<file path="src/rtl/memory_arbiter_if.sv">
// Cache/RAM bus bundle for the memory arbiter: icache and dcache request ports plus the RAM port.
interface memory_arbiter_if;
    logic        iREN;
    logic [31:0] iaddr;
    logic        iwait;
    logic [31:0] iload;
    logic        dREN;
    logic        dWEN;
    logic [31:0] daddr;
    logic [31:0] dstore;
    logic        dwait;
    logic [31:0] dload;
    logic        ramREN;
    logic        ramWEN;
    logic [31:0] ramaddr;
    logic [31:0] ramstore;
    logic [31:0] ramload;
    logic [1:0]  ramstate;

    // Arbiter side
    modport slave (
        input  iREN, iaddr, dREN, dWEN, daddr, dstore, ramload, ramstate,
        output iwait, iload, dwait, dload, ramREN, ramWEN, ramaddr, ramstore
    );

    // Caches and RAM side
    modport master (
        output iREN, iaddr, dREN, dWEN, daddr, dstore, ramload, ramstate,
        input  iwait, iload, dwait, dload, ramREN, ramWEN, ramaddr, ramstore
    );
endinterface

</file>
<file path="src/rtl/memory_arbiter.sv">
// Arbitrates a single RAM port between icache and dcache; dcache has priority
// unless the icache has been passed over STARVE_MAX consecutive times.
module memory_arbiter #(
    parameter int unsigned STARVE_MAX = 7
) (
    input  logic                  CLK,
    input  logic                  nRST,
    memory_arbiter_if.slave       bus,
    output logic                  memerr,
    output logic [2:0]            starve_ct
);

    localparam int unsigned CT_W = 3;
    localparam logic [CT_W-1:0] STARVE_LIM = CT_W'(STARVE_MAX);
    localparam logic [1:0] RAM_ACCESS = 2'd2;
    localparam logic [1:0] RAM_ERROR  = 2'd3;

    typedef enum logic [1:0] {
        IDLE  = 2'd0,
        DSERV = 2'd1,
        ISERV = 2'd2
    } state_e;

    state_e            state_q, state_d;
    logic              memerr_q, memerr_d;
    logic [CT_W-1:0]   starve_q, starve_d;

    logic ram_done;
    logic ram_err;
    logic d_req;
    logic i_starved;

    assign ram_done  = (bus.ramstate == RAM_ACCESS) || (bus.ramstate == RAM_ERROR);
    assign ram_err   = (bus.ramstate == RAM_ERROR);
    assign d_req     = bus.dREN | bus.dWEN;
    assign i_starved = bus.iREN && (starve_q == STARVE_LIM);

    assign bus.iload = bus.ramload;
    assign bus.dload = bus.ramload;
    assign memerr    = memerr_q;
    assign starve_ct = starve_q;

    always_ff @(posedge CLK or negedge nRST) begin
        if (!nRST) begin
            state_q  <= IDLE;
            memerr_q <= 1'b0;
            starve_q <= '0;
        end else begin
            state_q  <= state_d;
            memerr_q <= memerr_d;
            starve_q <= starve_d;
        end
    end

    // Next state, RAM steering and stall generation; FREE/BUSY simply hold.
    always_comb begin
        state_d      = state_q;
        memerr_d     = memerr_q;
        starve_d     = starve_q;
        bus.iwait    = 1'b1;
        bus.dwait    = 1'b1;
        bus.ramREN   = 1'b0;
        bus.ramWEN   = 1'b0;
        bus.ramaddr  = '0;
        bus.ramstore = '0;

        case (state_q)
            IDLE: begin
                if (d_req && !i_starved) begin
                    state_d = DSERV;
                end else if (bus.iREN) begin
                    state_d = ISERV;
                end
            end

            DSERV: begin
                bus.ramaddr  = bus.daddr;
                bus.ramstore = bus.dstore;
                bus.ramWEN   = bus.dWEN;
                bus.ramREN   = bus.dREN & ~bus.dWEN;
                if (!d_req) begin
                    state_d = IDLE;
                end else if (ram_done) begin
                    bus.dwait = 1'b0;
                    state_d   = IDLE;
                    memerr_d  = memerr_q | ram_err;
                    if (!bus.iREN) begin
                        starve_d = '0;
                    end else if (starve_q != STARVE_LIM) begin
                        starve_d = starve_q + CT_W'(1);
                    end
                end
            end

            ISERV: begin
                bus.ramaddr = bus.iaddr;
                bus.ramREN  = bus.iREN;
                if (!bus.iREN) begin
                    state_d = IDLE;
                end else if (ram_done) begin
                    bus.iwait = 1'b0;
                    state_d   = IDLE;
                    memerr_d  = memerr_q | ram_err;
                    starve_d  = '0;
                end
            end

            default: state_d = IDLE;
        endcase
    end

endmodule

</file>
<file path="src/flat_wrapper.sv">
// flat-port wrapper written by rule: the top's interface ports become plain ports
module memory_arbiter_flat 
#(
    parameter int unsigned STARVE_MAX = 7
)
  (CLK, nRST, memerr, starve_ct, bus_iREN, bus_iaddr, bus_dREN, bus_dWEN, bus_daddr, bus_dstore, bus_ramload, bus_ramstate, bus_iwait, bus_iload, bus_dwait, bus_dload, bus_ramREN, bus_ramWEN, bus_ramaddr, bus_ramstore);
  memory_arbiter_if bus_i ();
  input  logic CLK;
  input  logic nRST;
  output logic memerr;
  output logic [2:0] starve_ct;
  input wire logic [$bits(bus_i.iREN)-1:0] bus_iREN;
  input wire logic [$bits(bus_i.iaddr)-1:0] bus_iaddr;
  input wire logic [$bits(bus_i.dREN)-1:0] bus_dREN;
  input wire logic [$bits(bus_i.dWEN)-1:0] bus_dWEN;
  input wire logic [$bits(bus_i.daddr)-1:0] bus_daddr;
  input wire logic [$bits(bus_i.dstore)-1:0] bus_dstore;
  input wire logic [$bits(bus_i.ramload)-1:0] bus_ramload;
  input wire logic [$bits(bus_i.ramstate)-1:0] bus_ramstate;
  output wire logic [$bits(bus_i.iwait)-1:0] bus_iwait;
  output wire logic [$bits(bus_i.iload)-1:0] bus_iload;
  output wire logic [$bits(bus_i.dwait)-1:0] bus_dwait;
  output wire logic [$bits(bus_i.dload)-1:0] bus_dload;
  output wire logic [$bits(bus_i.ramREN)-1:0] bus_ramREN;
  output wire logic [$bits(bus_i.ramWEN)-1:0] bus_ramWEN;
  output wire logic [$bits(bus_i.ramaddr)-1:0] bus_ramaddr;
  output wire logic [$bits(bus_i.ramstore)-1:0] bus_ramstore;
  assign bus_i.iREN = bus_iREN;
  assign bus_i.iaddr = bus_iaddr;
  assign bus_i.dREN = bus_dREN;
  assign bus_i.dWEN = bus_dWEN;
  assign bus_i.daddr = bus_daddr;
  assign bus_i.dstore = bus_dstore;
  assign bus_i.ramload = bus_ramload;
  assign bus_i.ramstate = bus_ramstate;
  assign bus_iwait = bus_i.iwait;
  assign bus_iload = bus_i.iload;
  assign bus_dwait = bus_i.dwait;
  assign bus_dload = bus_i.dload;
  assign bus_ramREN = bus_i.ramREN;
  assign bus_ramWEN = bus_i.ramWEN;
  assign bus_ramaddr = bus_i.ramaddr;
  assign bus_ramstore = bus_i.ramstore;
  memory_arbiter #(.STARVE_MAX(STARVE_MAX)) u_core (.CLK(CLK), .nRST(nRST), .bus(bus_i), .memerr(memerr), .starve_ct(starve_ct));
endmodule
</file>
<file path="config.mk">
export PLATFORM = sky130hd
export DESIGN_NAME = memory_arbiter_flat
export DESIGN_NICKNAME = d
export VERILOG_FILES = /design/src/rtl/memory_arbiter_if.sv /design/src/rtl/memory_arbiter.sv /design/src/flat_wrapper.sv
export SDC_FILE = /design/constraint.sdc
export NUM_CORES = 1
export LEC_CHECK = 0
export BUFFER_PORTS_ARGS = -buffer_cell sky130_fd_sc_hd__buf_2
export CAP_MARGIN = 20
export CORE_AREA = 2 2 105 107
export CTS_BUF_LIST = sky130_fd_sc_hd__clkbuf_8
export DETAILED_ROUTE_END_ITERATION = 10
export DIE_AREA = 0 0 107 109
export GPL_ROUTABILITY_DRIVEN = 0
export HOLD_SLACK_MARGIN = 0.12
export PLACE_DENSITY = 0.5
export SYNTH_ARGS = -nofsm -noshare
export SYNTH_HDL_FRONTEND = slang
export SYNTH_SLANG_ARGS = --single-unit
</file>
<file path="constraint.sdc">
create_clock -name CLK -period 4 [get_ports CLK]
set_input_delay 0.8 -clock CLK [delete_from_list [all_inputs] [get_ports CLK]]
set_output_delay 0.8 -clock CLK [all_outputs]
set_load 0.02 [all_outputs]
</file>
==> flow_summary.ini, run 1 <==
[synth]
syn_area_per_cell_um2 = 7.55
synth_top_family_by_area = buffers and inverters
synth_simple_gate_area_share_pct = 28.9
synth_mux_area_share_pct = 2.71
synth_area_leaders = buf_4 (29%), a22oi_1 (14%), and2_1 (12%), nor2b_1 (12%), dfrtp_1 (9.0%)
yosysWarnings = 0
synth_cell_types = 31
synth_fa_ha_area_share_pct = 4.52
yosysTopAreaCellShare_pct = 28.9
synth-seq-cells = 6
synth_largest_area_cell = buf_4
ys_seq_area_share_pct = 9.04
synth-compound-area-share_pct = 20.6
syn_nets = 361
syn_area_um2 = 1660
synthXorXnorAreaFrac_pct = 0
syn_inst = 220

[sta]
tns_ns = 0
grt_setup_unrepaired = no
final-hold-violation-count = 0
setup_viol = 0
max_slew_margin_pct = 39.5
timing.final.crit_share_pct = 70.9
fin_crit_ns = 2.84
report.final.slew_viol_count = 0
fmaxAchievable_mhz = 352
worst_clock_skew_ns = 0.000723
tightest_slew_ns = 0.908

[clock_tree]
numCtsBuffers = 3
clkTransAtPathRegs_ns = 0.04
htreeDepth = 1
clock_sinks = 6
cts_hold_buffers = 0
max-clock-path-buffers = 2
clk_latency_ns = 0.22
post-cts-setup-buffer-count = 0
cts-root-buf = clkbuf_8
cts_resized = 0
cts_tree = yes

[worst_setup_path]
worstSetupPathType = reg2out
rr_worst_depth = 4
crit_required_ns = 3.20
cp_max_fo = 35
reg2reg_from = u_core.state_q[0]
r2r_slack_ns = 1.87
cp.arrival_ns = 2.04
startpoint_type = register
timing.rr.end = u_core.starve_ct[2]
endpoint_kind = output port

[die]
dieArea_um2 = 11700
core_um2 = 10600
start_util_pct = 15.7
fp.dieW_um = 107
io_pins = 271
rows = 38
die_h_um = 109

[power]
switching_power_mw = 0.679
power_density_nw_per_um2 = 562
p_comb_share_pct = 84.4
power.internal_mw = 0.566
clkPwrFrac_pct = 7.3
vdd_drop_max_mv = 0.163
p_seq_share_pct = 8.2
swShare_pct = 54.5
p_leak_nw = 1.21

[route]
vias = 1805
drt-total-wl_mm = 5.52
drtAntennaViolNets = 0
wl_per_cell_um = 12.0
route.detailed.drc = 0
drtIter0Drc = 82
vias_per_cell = 3.92
drtPass1Iterations = 4

[grt]
grt_use_met3_pct = 1.02
grt_overflow_total = 0
grt_pass1_vias = 1647
antenna_found_initial = 0
grt_pass1_wl_mm = 7.72
grt_usage_pct = 8.33
grt-busiest-layer = met2
gr-usage-met1_pct = 8.29
use_met2_pct = 15.8
grt_max_degree = 72

[layout]
syn_to_final_growth_pct = 33.4
finalNonFillerCells = 461
drive_gt1_share_pct = 58.3
antenna_cells = 0
nets = 464

[place]
io_buffers = 174
dp.cells = 458
post-dp-hpwl_mm = 4.44

[job]
maxCapViolations = 0

[hold_path]
hold_path.class = in2async

[outcome]
status = finished clean
## final cells by class
class / instances / area (µm²)
flip-flops and latches: 6 / 150
well taps: 140 / 175
clock buffers: 3 / 41.3
repair buffers: 177 / 893
multi-input cells: 132 / 946
inverters: 3 / 11.3
fillers: 1184 / 8390
## cell usage after synthesis
| library cell | instances |
|---|---|
| nor3b_1 | 2 |
| a32o_1 | 1 |
| nand3_1 | 1 |
| mux2_4 | 3 |
| clkbuf_1 | 9 |
| a41o_1 | 1 |
| o211a_4 | 1 |
| nand3b_1 | 1 |
| a21boi_0 | 1 |
| nor2b_1 | 32 |
| a21boi_2 | 1 |
| a22oi_1 | 32 |
| o21ai_0 | 1 |
| or3b_1 | 1 |
| dfrtp_1 | 6 |
| a211oi_1 | 2 |
| buf_6 | 2 |
| nor2_1 | 3 |
| a21oi_1 | 1 |
| and2_1 | 33 |
| o21ai_1 | 1 |
| o2bb2ai_1 | 1 |
| buf_2 | 4 |
| nor3_1 | 1 |
| and3_1 | 1 |
| o211ai_1 | 1 |
| nand2_1 | 4 |
| buf_4 | 64 |
| inv_1 | 2 |
| inv_2 | 1 |
| ha_1 | 6 |
## cell families after synthesis
kind of cell,Yosys count
adders and majority gates,6
and+or+nand+nor,79
DFF,6
AOI/OAI and AO/OA,44
muxes,3
buffers and inverters,82
## flip-flops by register name, indices dropped and copies added (netlist names)
name,cells
u_core.memerr,1
u_core.starve_ct,3
u_core.state_q,2
## power by group through the flow
stage	Sequential (mW)	Combinational, mW	Clock (mW)
after detailed placement	0.104	1.07	0
final	0.103	1.05	0.0914
after global placement	0.102	1.06	0
after floorplan	0.116	0.825	0
after global routing	0.107	1.15	0.0988
after CTS	0.103	1.07	0.0942
## worst max-delay path, cell delays in order (launching register included)
cell      delay, ns
dfrtp_1        0.41
inv_1          0.08
ha_1           0.89
a21boi_0       0.24
buf_2          0.19
## how the worst max path moves through the flow
stage	start	slack, ns	endpoint	cells past startpoint
finish	u_core.state_q[0]	1.16	bus_ramREN	4
floorplan	u_core.state_q[1]	1.63	bus_ramREN	6
global placement	u_core.state_q[0]	1.39	bus_ramREN	4
global route	u_core.state_q[0]	0.93	bus_ramREN	4
CTS	u_core.state_q[0]	1.12	bus_ramREN	4
detailed placement	u_core.state_q[0]	1.36	bus_ramREN	4
## per-layer routing
metal	up-vias	wire, µm
met4	0	229
met2	99	2920
met5	-	0
met3	30	490
li1	882	-
met1	794	1880
## placed cells by master (no fill, tap or decap)
cell         n
o211ai_1     1
nor2_1       3
a21boi_2     1
buf_4        3
ha_2         1
inv_1        2
o21ai_1      1
o211a_4      1
or3b_1       1
o2bb2ai_1    1
nand2_1      4
dfrtp_1      6
nor3b_1      2
ha_1         5
mux2_4       3
nand3_1      1
nor3_1       1
a211oi_1     2
nand3b_1     1
inv_2        1
nor2b_1     32
and3_1       1
o21ai_0      1
a21boi_0     1
and2_1      33
a32o_1       1
a41o_1       1
a21oi_1      1
buf_2      174
clkbuf_8     3
a22oi_1     32
## through the flow
step	power (mW)	cell area (µm²)	hold slack, ns	utilization (%)	setup slack (ns)
finish	1.25	2220	0.393	20.9	1.16
global route	1.36	2220	0.393	20.9	0.929
CTS	1.27	2220	0.392	20.9	1.12
detailed placement	1.17	2180	0.459	20.5	1.36
global placement	1.16	2180	0.453	20.5	1.39
floorplan	0.941	1660	0.504	-	1.63
Note: power is estimated with default switching activity, not from simulation.
==> run 2, diff against run 1 <==
--- a/config.mk
+++ b/config.mk
@@ -13,7 +13,7 @@
 export DIE_AREA = 0 0 107 109
 export GPL_ROUTABILITY_DRIVEN = 0
 export HOLD_SLACK_MARGIN = 0.12
-export PLACE_DENSITY = 0.5
+export PLACE_DENSITY = 0.51
 export SYNTH_ARGS = -nofsm -noshare
 export SYNTH_HDL_FRONTEND = slang
 export SYNTH_SLANG_ARGS = --single-unit
==> constraint.sdc (replaced) <==
create_clock -name CLK -period 2.55 [get_ports CLK]
set_input_delay 0.51 -clock CLK [delete_from_list [all_inputs] [get_ports CLK]]
set_output_delay 0.51 -clock CLK [all_outputs]
set_load 0.02 [all_outputs]
==> flow_summary.ini, run 2 (synthesized netlist as in run 1, its figures left out) <==
[place]
io_buffers = 174
post-dp-hpwl_mm = 4.49

[die]
die_h_um = 109
io_pins = 271
fp.dieW_um = 107
core_um2 = 10600
dieArea_um2 = 11700
rows = 38
start_util_pct = 15.7

[clock_tree]
clk_latency_ns = 0.22
cts-root-buf = clkbuf_8
clock_sinks = 6
htreeDepth = 1
post-cts-setup-buffer-count = 0
cts_tree = yes
clkTransAtPathRegs_ns = 0.04
cts_resized = 0
numCtsBuffers = 3
max-clock-path-buffers = 2
cts_hold_buffers = 1

[sta]
report.final.slew_viol_count = 0
setup_viol = 0
worst_clock_skew_ns = 0.00198
grt_setup_unrepaired = no
max_slew_margin_pct = 74.8
tightest_slew_ns = 0.377
final-hold-violation-count = 0
fin_crit_ns = 2.27
tns_ns = 0
fmaxAchievable_mhz = 441
timing.final.crit_share_pct = 88.9

[power]
vdd_drop_max_mv = 0.311
power_density_nw_per_um2 = 886
p_leak_nw = 1.23
p_total_mw = 2.00

[route]
drt-total-wl_mm = 5.50
vias_per_cell = 3.89
wl_per_cell_um = 11.9
route.detailed.drc = 0
drtIter0Drc = 103
vias = 1807
drtPass1Iterations = 4
drtAntennaViolNets = 0

[hold_path]
hold_path.class = reg2reg

[layout]
antenna_cells = 0
fin_util_pct = 21.3
layout_common_cells = buf_2 (174), and2_1 (33), a22oi_1 (32), nor2b_1 (32), dfrtp_1 (6)
layout_commonest_cell = buf_2
drive_gt1_share_pct = 58.3
syn_to_final_growth_pct = 35.7
final.fill_count = 1204
nets = 467
largest_reg_flops = 3

[grt]
grt_pass1_vias = 1644
grt_usage_pct = 7.99
grt_pass1_wl_mm = 7.54
antenna_found_initial = 0
grt_max_degree = 54
grt_overflow_total = 0

[outcome]
status = finished clean

[worst_setup_path]
cp.arrival_ns = 1.76
crit_required_ns = 2.04
endpoint_kind = output port
worstSetupPathType = reg2out
startpoint_type = register
cp_max_fo = 31

[job]
maxCapViolations = 0
## run 2: cell type report
class	instances	area (µm²)	area share (%)
multi-input combinational	132	946	42.0
clock buffer	3	41.3	1.83
timing repair buffer	180	931	41.3
sequential	6	150	6.66
inverter	3	11.3	0.499
tap	140	175	7.77
## run 2: worst max-delay path: stages, from the launching register on
cell and delay, ns:
dfrtp_1 0.42, inv_1 0.11, ha_1 0.17, buf_4 0.35
a22oi_1 0.18, nor2b_1 0.13, buf_2 0.17
## run 2: through the flow
step	hold slack, ns	cells	setup slack (ns)	area (µm²)
after global routing	0.495	464	0.134	2250
final	0.474	464	0.282	2250
after CTS	0.478	464	0.253	2250
after global placement	0.338	460	0.544	2200
after detailed placement	0.339	460	0.490	2200
after floorplan	0.214	220	0.467	1660
## run 2: where the power goes
group,switching (mW),total (mW),internal [mW],leakage [nW]
logic,0.997,1.70,0.700,1.13
registers,0.0347,0.163,0.128,0.0740
clock network,0.0366,0.138,0.101,0.0216
total,1.07,2.00,0.929,1.23
## run 2: worst paths after layout
kind | startpoint | endpoint | slack, ns | cells after the start
worst max-delay path | u_core.state_q[0] | bus_ramaddr[28] | 0.28 | 6
worst min-delay path | u_core.memerr | u_core.memerr | 0.47 | 1
worst max register to register | u_core.state_q[0] | u_core.starve_ct[0] | 0.72 | 5
worst min register to register | u_core.memerr | u_core.memerr | 0.47 | 1
max in group asynchronous | nRST | u_core.state_q[0] | 1.76 | 2
min in group asynchronous | nRST | u_core.starve_ct[0] | 0.65 | 2
## run 2: per-layer routing
| layer | GRT usage (%) | routed length, µm |
|---|---|---|
| met1 | 8.37 | 1990 |
| met2 | 15.7 | 2870 |
| met3 | 0.777 | 480 |
| met4 | 4.08 | 158 |
| met5 | 0 | 0 |
==> run 3, diff against run 2 <==
--- a/config.mk
+++ b/config.mk
@@ -5,15 +5,16 @@
 export SDC_FILE = /design/constraint.sdc
 export NUM_CORES = 1
 export LEC_CHECK = 0
+export ABC_AREA = 1
 export BUFFER_PORTS_ARGS = -buffer_cell sky130_fd_sc_hd__buf_2
 export CAP_MARGIN = 20
-export CORE_AREA = 2 2 105 107
+export CORE_AREA = 2 2 104 106
 export CTS_BUF_LIST = sky130_fd_sc_hd__clkbuf_8
 export DETAILED_ROUTE_END_ITERATION = 10
-export DIE_AREA = 0 0 107 109
+export DIE_AREA = 0 0 106 108
 export GPL_ROUTABILITY_DRIVEN = 0
 export HOLD_SLACK_MARGIN = 0.12
-export PLACE_DENSITY = 0.51
+export PLACE_DENSITY = 0.52
 export SYNTH_ARGS = -nofsm -noshare
 export SYNTH_HDL_FRONTEND = slang
 export SYNTH_SLANG_ARGS = --single-unit
==> flow_summary.ini, run 3 <==
[power]
power.internal_mw = 0.800
vdd_drop_max_mv = 0.403
clkPwrFrac_pct = 6.6
swShare_pct = 62.0
switching_power_mw = 1.31
p_leak_nw = 1.55
p_comb_share_pct = 85.5
power_density_nw_per_um2 = 926
p_seq_share_pct = 7.9
p_total_mw = 2.11

[layout]
finalNonFillerCells = 552
drive_gt1_share_pct = 45.7
fin_util_pct = 22.2
layout_common_cells = buf_2 (174), nand2_1 (120), inv_1 (39), a21oi_1 (34), nand3_1 (11)
syn_to_final_growth_pct = 34.3
antenna_cells = 0
nets = 559
layout_commonest_cell = buf_2
final.fill_count = 1191
largest_reg_flops = 3

[place]
dp.cells = 548
io_buffers = 174
post-dp-hpwl_mm = 5.56

[route]
drt-total-wl_mm = 6.51
vias = 2150
route.detailed.drc = 0
drtIter0Drc = 86
drtAntennaViolNets = 0
drtPass1Iterations = 4
vias_per_cell = 3.89
wl_per_cell_um = 11.8

[sta]
setup_viol = 0
grt_setup_unrepaired = no
timing.final.crit_share_pct = 88.9
final.hold.worst_slack_ns = 0.447
final-hold-violation-count = 0
tns_ns = 0
max_slew_margin_pct = 76.5
fmaxAchievable_mhz = 441
worst_clock_skew_ns = 0.00148
report.final.slew_viol_count = 0
tightest_slew_ns = 0.352
fin_crit_ns = 2.27

[synth]
synth_area_leaders = buf_4 (30%), nand2_1 (27%), a21oi_1 (10%), dfrtp_1 (8.9%), inv_1 (8.6%)
syn_area_um2 = 1690
ys.flop_type = dfrtp_1
syn_area_per_cell_um2 = 5.45
synth_largest_area_cell = buf_4
ys_seq_area_share_pct = 8.86
netlist_top_cells_count = nand2_1 (120), buf_4 (67), inv_1 (39)
yosysTopAreaCellShare_pct = 29.7
yosysWarnings = 0
synth_cell_types = 16
syn_inst = 311
ys_async_sr_fraction_pct = 100
yosysMostFrequentCell = nand2_1
synth-seq-cells = 6
syn_nets = 452
synth_edf_count = 0

[clock_tree]
cts-root-buf = clkbuf_8
cts_tree = yes
max-clock-path-buffers = 2
numCtsBuffers = 3
clkTransAtPathRegs_ns = 0.04
clock_sinks = 6
post-cts-setup-buffer-count = 0
clk_latency_ns = 0.22
htreeDepth = 1

[worst_setup_path]
crit_required_ns = 2.04
worstSetupPathType = reg2out
cp_max_fo = 37
endpoint_kind = output port
cp.arrival_ns = 1.76
startpoint_type = register

[grt]
grt_pass1_wl_mm = 9.32
grt_usage_pct = 9.93
grt_overflow_total = 0
grt_pass1_vias = 1949
antenna_found_initial = 0
grt_max_degree = 38

[outcome]
status = finished clean

[job]
maxCapViolations = 0

[die]
die_h_um = 108
dieArea_um2 = 11400
rows = 37
start_util_pct = 16.6
io_pins = 271
core_um2 = 10200
fp.dieW_um = 106

[hold_path]
hold_path.class = reg2reg
[run 3: path summary, 6_finish.rpt]
check	startpoint	slack, ns	to	cells after the start
max	u_core.state_q[1]	0.28	bus_ramaddr[9]	6
min	u_core.memerr	0.45	u_core.memerr	1
max reg2reg	u_core.state_q[1]	0.95	u_core.starve_ct[1]	9
min reg2reg	u_core.memerr	0.45	u_core.memerr	1
max in group asynchronous	nRST	1.76	u_core.state_q[1]	2
min in group asynchronous	nRST	0.65	u_core.memerr	2
[run 3: stage by stage]
step / setup WS [ns] / instance area, µm²
6_report: 0.283 / 2270
3_3_place_gp: 0.523 / 2220
2_1_floorplan: 0.647 / 1690
5_1_grt: 0.144 / 2270
4_1_cts: 0.212 / 2270
3_5_place_dp: 0.473 / 2220
[run 3: layer usage]
metal  global-route usage, %  up-vias  share of wire [%]
li1                        -     1077                  -
met1                    10.1      933                 35
met2                    20.6      135                 55
met3                    2.47        5                9.6
met4                    1.60        0               0.41
met5                       0        -                  0
[run 3: logic make-up after synthesis]
kind of cell,after synthesis,synth area share (%)
DFF,6,8.86
adders and majority gates,6,4.43
AOI/OAI and AO/OA,35,10.5
and+or+nand+nor,145,34.3
buffers and inverters,119,41.9
[run 3: timing repair]
action                                  4_1_cts  5_1_grt
hold buffers                                  1        0
resized for setup                             0        0
endpoints found under the setup margin        0        0
endpoints found under the hold margin         6        0
[run 3: layout make-up]
class,count,area (µm²),share of cell area (%)
timing repair buffer,181,926,40.7
multi-input combinational,186,837,36.8
tap,136,170,7.48
sequential,6,150,6.60
inverter,40,150,6.60
clock buffer,3,41.3,1.82
[run 3: critical path, stage by stage (launching register included)]
cell and delay [ns]:
dfrtp_1 0.40, inv_1 0.11, ha_2 0.18, buf_4 0.32
nand2_1 0.10, a21oi_1 0.21, buf_2 0.20
[run 3: power by group through the flow]
stage	sequential (mW)	clock, mW	combinational, mW
CTS	0.167	0.143	1.84
finish	0.166	0.138	1.80
detailed placement	0.169	0	1.83
global placement	0.165	0	1.80
global route	0.174	0.148	2.00
floorplan	0.184	0	1.36
